<file path="config.mk">
export PLATFORM = sky130hd
export DESIGN_NAME = bin_frame_streamer
export DESIGN_NICKNAME = d
export VERILOG_FILES = /design/src/rtl/bin_frame_streamer.sv
export SDC_FILE = /design/constraint.sdc
export NUM_CORES = 1
export LEC_CHECK = 0
export CAP_MARGIN = 5
export CELL_PAD_IN_SITES_DETAIL_PLACEMENT = 0
export CELL_PAD_IN_SITES_GLOBAL_PLACEMENT = 1
export CORE_UTILIZATION = 35
export DETAILED_ROUTE_END_ITERATION = 6
export GPL_TIMING_DRIVEN = 0
export PLACE_DENSITY = 0.87
export SYNTH_ARGS = -nofsm -noshare
export SYNTH_HDL_FRONTEND = slang
export SYNTH_SLANG_ARGS = --single-unit
</file>
<file path="constraint.sdc">
create_clock -name clk -period 2.3 [get_ports clk]
set_input_delay 0.23 -clock clk [delete_from_list [all_inputs] [get_ports clk]]
set_output_delay 0.23 -clock clk [all_outputs]
set_load 0.02 [all_outputs]
</file>
<file path="src/rtl/bin_frame_streamer.sv">
// bin_frame_streamer: writer-side front end for the 8-bit bin-value delay line.
// On a start pulse, reads num_bins values from a synchronous-read memory and
// streams them one per cycle into the delay line. A valid shadow register of
// delay_depth bits tracks which delay-line taps hold real frame data.
//
// Ports:
//   clk, rst         clock (rising edge), synchronous active-high reset
//   start            single-cycle frame request, honoured only in IDLE
//   mem_rd_en        memory read strobe
//   mem_addr         memory read address
//   mem_rdata        memory read data, valid one cycle after mem_rd_en
//   shift_value_out  value presented to the delay line (0 when not valid)
//   shift_valid      shift_value_out holds a frame element
//   frame_last       marks element num_bins-1 on shift_value_out
//   tap_valid_a/b    delay-line tap A / tap B holds a frame element
//   busy             frame in progress (READ or DRAIN)
//   done             one-cycle completion pulse
module bin_frame_streamer #(
  parameter int num_bins    = 1024,
  parameter int delay_depth = 2,
  parameter int addr_w      = 10
) (
  input  logic              clk,
  input  logic              rst,
  input  logic              start,
  output logic              mem_rd_en,
  output logic [addr_w-1:0] mem_addr,
  input  logic [7:0]        mem_rdata,
  output logic [7:0]        shift_value_out,
  output logic              shift_valid,
  output logic              frame_last,
  output logic              tap_valid_a,
  output logic              tap_valid_b,
  output logic              busy,
  output logic              done
);

  typedef enum logic [1:0] {IDLE, READ, DRAIN, DONE} state_t;

  localparam logic [addr_w-1:0] LAST_ADDR = addr_w'(num_bins - 1);
  // Drain counter runs 0..delay_depth+1, i.e. delay_depth+2 cycles.
  localparam int CNT_W = $clog2(delay_depth + 2);
  localparam logic [CNT_W-1:0] DRAIN_LAST = CNT_W'(delay_depth + 1);

  state_t              state, state_next;
  logic [addr_w-1:0]   addr;
  logic [CNT_W-1:0]    drain_cnt;
  logic                rd_d1, last_d1;
  logic [7:0]          value_q;
  logic                valid_q, last_q;
  logic [delay_depth-1:0] shadow;

  always_comb begin
    state_next = state;
    mem_rd_en  = 1'b0;
    busy       = 1'b0;
    done       = 1'b0;
    case (state)
      IDLE: begin
        if (start) state_next = READ;
      end
      READ: begin
        mem_rd_en = 1'b1;
        busy      = 1'b1;
        if (addr == LAST_ADDR) state_next = DRAIN;
      end
      DRAIN: begin
        busy = 1'b1;
        if (drain_cnt == DRAIN_LAST) state_next = DONE;
      end
      DONE: begin
        done       = 1'b1;
        state_next = IDLE;
      end
      default: state_next = IDLE;
    endcase
  end

  always_ff @(posedge clk) begin
    if (rst) begin
      state     <= IDLE;
      addr      <= '0;
      drain_cnt <= '0;
      rd_d1     <= 1'b0;
      last_d1   <= 1'b0;
      value_q   <= '0;
      valid_q   <= 1'b0;
      last_q    <= 1'b0;
    end else begin
      state <= state_next;

      if (state == READ && addr != LAST_ADDR) addr <= addr + 1'b1;
      else                                    addr <= '0;

      if (state == DRAIN && drain_cnt != DRAIN_LAST) drain_cnt <= drain_cnt + 1'b1;
      else                                           drain_cnt <= '0;

      // Two-stage data path: read strobe -> memory output -> captured value.
      rd_d1   <= mem_rd_en;
      last_d1 <= mem_rd_en && (addr == LAST_ADDR);
      valid_q <= rd_d1;
      last_q  <= last_d1;
      value_q <= rd_d1 ? mem_rdata : '0;
    end
  end

  // Valid shadow of the downstream delay line, fed by shift_valid.
  if (delay_depth == 1) begin : g_shadow_one
    always_ff @(posedge clk) begin
      if (rst) shadow <= '0;
      else     shadow <= valid_q;
    end
  end else begin : g_shadow_many
    always_ff @(posedge clk) begin
      if (rst) shadow <= '0;
      else     shadow <= {shadow[delay_depth-2:0], valid_q};
    end
  end

  assign mem_addr        = addr;
  assign shift_value_out = value_q;
  assign shift_valid     = valid_q;
  assign frame_last      = last_q;
  assign tap_valid_a     = shadow[0];
  assign tap_valid_b     = shadow[delay_depth-1];

endmodule

</file>
# Word-level counts from Yosys, hierarchy flattened
# Index checks and enable logic that the tools add are counted.
# op_classes
addsub	2
eq_ne	10
mux	7
bitwise_logic	3
reduce_logical	9
# ops
cell	count
adder 10 x 1 -> 10 bit (second input constant)	1
== test 10 bit (second input constant)	1
!= test 10 bit (second input constant)	1
one-hot mux 2 bit (4 select lines)	1
OR reduction 2 bit	4
== test 2 bit (second input constant)	3
2-to-1 mux 2 bit	3
!= test 2 bit (second input constant)	3
logical AND 1 bit	3
2-to-1 mux 1 bit	3
NOT 1 bit	3
AND reduction 3 bit	1
adder 2 x 1 -> 2 bit (second input constant)	1
== test 2 x 1 -> 1 bit (second input constant)	1
zero test 2 bit	1
!= test 2 x 1 -> 1 bit (second input constant)	1
# word_totals
reg_bits	28
input_bits	11

# Depth between registers and ports, before layout
# depth
ltp_word	4
ltp_mapped	6

# Worst setup path after synthesis
# OpenSTA, ideal clock, no wires.
# synth_path
path_type	flip-flop to flip-flop
startpoint	reg addr[0], in the netlist mem_addr[0]
endpoint	reg state[0]
setup_ns	0.072
arrival_time_ns	1.427
setup_slack_ns	0.801
path_stages_with_launch	6
period_less_slack_ns	1.499
path_cell_list	dfxtp_1 -> ha_1 -> and4_4 -> nand3_4 -> a21oi_4 -> mux2i_1
# synth_via
elab_chain_len	3
# synth_lines
item	line	text
start: declaration	46	logic [addr_w-1:0] addr;
start signal: assignment	92	if (state == READ && addr != LAST_ADDR) addr <= addr + 1'b1;
== test 10 bit	65	if (addr == LAST_ADDR) state_next = DRAIN;
!= test 2 x 1 -> 1 bit (no source line)	n/a	
AND reduction 3 bit (no source line)	n/a	
end signal: assignment	90	state <= state_next;
end: declaration	45	state_t state, state_next;
# Every way passes these cells.
# A chain may end at the register's enable or synchronous reset.

# Final worst setup path
# layout_path
startpoint	reg state[0]
endpoint	out busy
# layout_via
elab_chain_len	3
word_cells_on_any_way	4
cone_classes	eq/ne (2); mux (1); reduce/logical (1)
# layout_lines
item	line	text
== test 2 x 1 -> 1 bit / == test 2 bit (equally long branches)	58	case (state)
OR reduction 2 bit (no source line) (*)	n/a	
2-to-1 mux 1 bit (*)	58	
end: declaration	34	output logic busy,
# Every way passes the cells marked *; elsewhere a longest branch is shown, timed or not.

==> reports/results.ini <==
[synthesis]
yosysSeqAreaShare_pct = 54.1
syn-num-nets = 114
synth_cells = 97
netlist_top_cells_area = dfxtp_1, ha_1, and2_1
synth-compound-area-share_pct = 4.35
syn_area_sq_mm = 0.00104
synthSimpleGateAreaFrac_pct = 23.8
synthAdderAreaFrac_pct = 7.25
synthFlopType = dfxtp_1
yosysWarnings = 0
yosysTopAreaCell = dfxtp_1
synth_top_family_by_area = simple AND/OR/NAND/NOR gates
netlist.area_leader.share_pct = 54.1
synthXorXnorAreaFrac_pct = 5.92
ys_ff_latch = 28
synthMuxAreaShare_pct = 1.93
syn_area_per_cell_sq_um = 10.7
synth_edf_count = 0
ys_types = 26
synthArstFlopShare_pct = 0

[sta]
setup_viol = 0
period_share_pct = 83.4
rsz0062_at_grt = no
slew_headroom_pct = 81.5
tns_ns = 0
finClkSkew_ns = 0.00941
worst_pin_slew_ns = 0.278
finalHoldViolations = 0
drv_slew = 0
finalCriticalPeriod_ns = 1.92
fmax_mhz = 521

[critical_path]
worstPathRequired_ns = 2.07
cpPeakStageDelay_ns = 0.60
arrival_ns = 1.69
crit_fanout = 4
cp-start-kind = flop
cp-end-kind = output pin
path_class = reg2out
path_cells = inv_1 > ha_1 > clkdlybuf4s50_1
slowest_stage = clkdlybuf4s50_1

[finish]
drive_above_1_share_pct = 7.35
fin_util_pct = 52.5
area_growth_pct = 41.1
diodes = 0
fill_cells = 255
nets = 154

[flow_run]
maxCapViolations = 0

[global_route]
grtUsageTotal_pct = 12.5
grt_overflow = 0
grt_pass1_wl_um = 3110
grt_pass1_vias = 720
grt_max_degree = 16
antenna_found_initial = 0

[cts]
cts_tree = done
clock_sinks = 28
cts_resized = 0
ctsLongestPathBuffers = 2
post-cts-setup-buffers = 0
root_buffer = clkbuf_4
cts_inserted_buffers = 3
clk_pin_slew_ns = 0.15
cts_htree_levels = 1
clock_latency_ns = 0.32
holdBufCountCts = 0

[drt]
via_per_inst = 4.53
via_count = 756
ant_nets = 0
drt_first_pass_iters = 4
wire_per_inst_um = 10.3
route.detailed.drc = 0
drt_iter0_drc = 8
routed_wirelength_um = 1720

[floorplanning]
die_h_um = 56.4
fp-row-count = 19
pin_count = 36
core_area_sq_mm = 0.00278
initial_core_util_pct = 37.2
die_w_um = 56.4
die_area_sq_mm = 0.00318

[power_and_ir_drop]
powerDensity_mw_per_mm2 = 760
ir_drop_v = 0.000413
leakage_nw = 0.574

[placement]
place.gp.congestion = 0.758
portBuffers = 35
place_hpwl_um = 1350

[status]
status = completed

[worst_hold_path]
hold_class = in2reg

[cells by family (layout without fill, tap and decap cells)]
kind of cell,count (synthesis),after routing
flops,28,28
xor+xnor,7,7
compound gates,5,5
fa+ha+maj,6,6
buf+inv,7,46
mux,2,2
simple gates,42,42
[path summary, 6_finish.rpt]
kind / startpoint / endpoint / slack [ns] / cells after the start
max: state[0] / busy / 0.38 / 3
min: mem_rdata[7] / shift_value_out[7] / 0.44 / 2
max reg2reg: mem_addr[0] / state[1] / 0.79 / 5
min reg2reg: drain_cnt[0] / drain_cnt[0] / 0.44 / 1
[cells in the mapped netlist (2+ instances only)]
library cell,n
nand3_1,3
inv_1,5
dfxtp_1,28
and2_1,8
xor2_1,4
mux2i_1,2
nor2_1,10
xnor2_1,3
ha_1,6
nor3_1,2
nand2b_1,4
nor2b_1,4
nand2_1,4
and4_4,2
[where the power goes]
group	internal, W	total, W	switching [W]
logic	0.000159	0.000325	0.000166
registers	0.000526	0.000554	0.0000280
clock network	0.0000967	0.000232	0.000135
[layer usage]
metal	vias to the layer above	track usage, %	wire length [um]
li1	395	-	-
met1	334	14.0	760
met2	25	20.6	780
met3	2	6.22	169
met4	0	4.18	11
met5	-	0	0
[through the flow]
stage / cell area, sq um / total power, W / setup WS [ns] / instances / hold WS, ns
6_report: 1460 / 0.00111 / 0.381 / 167 / 0.445
5_1_grt: 1460 / 0.00118 / 0.277 / 167 / 0.438
4_1_cts: 1460 / 0.00113 / 0.353 / 167 / 0.439
3_5_place_dp: 1430 / 0.000894 / 0.671 / 163 / 0.425
3_3_place_gp: 1430 / 0.000888 / 0.681 / 163 / 0.414
2_1_floorplan: 1040 / 0.000772 / 0.801 / 97 / 0.352
[cell usage in the layout, fill, tap and decap left out]
cell and count:
a21oi_1 1, a21oi_4 1, and2_1 8, and3_2 1
and4_4 2, buf_2 1, clkbuf_1 1, clkbuf_4 3
clkbuf_8 1, clkdlybuf4s50_1 35, dfxtp_1 28, ha_1 6
inv_1 5, mux2i_1 2, nand2_1 4, nand2b_1 4
nand3_1 3, nand3_4 1, nand4_1 1, nor2_1 10
nor2b_1 4, nor3_1 2, nor4_1 1, nor4b_1 1
o211a_1 1, o21bai_1 1, o22ai_1 1, xnor2_1 3
xor2_1 4
[final cells by class]
cell class | count | area, sq um | share of cell area [%]
sequential | 28 | 561 | 38.4
timing repair buffer | 35 | 350 | 24.0
inverter | 5 | 18.8 | 1.28
tap | 31 | 38.8 | 2.65
multi-input combinational | 62 | 448 | 30.7
buffer | 2 | 8.76 | 0.599
clock buffer | 4 | 36.3 | 2.48
[critical path, delay by kind of cell (launching register included)]
kind	cells	cell delay (ns)
flops	1	0.41
fa+ha+maj	1	0.30
buf+inv	2	0.68
[registers in the layout, summed over array words and instances (netlist names)]
register and count:
mem_addr 10, shift_value_out 8, drain_cnt 2, shadow 2, state 2, frame_last 1, last_d1 1, rd_d1 1
shift_valid 1
(Power assumes the default switching activity.)
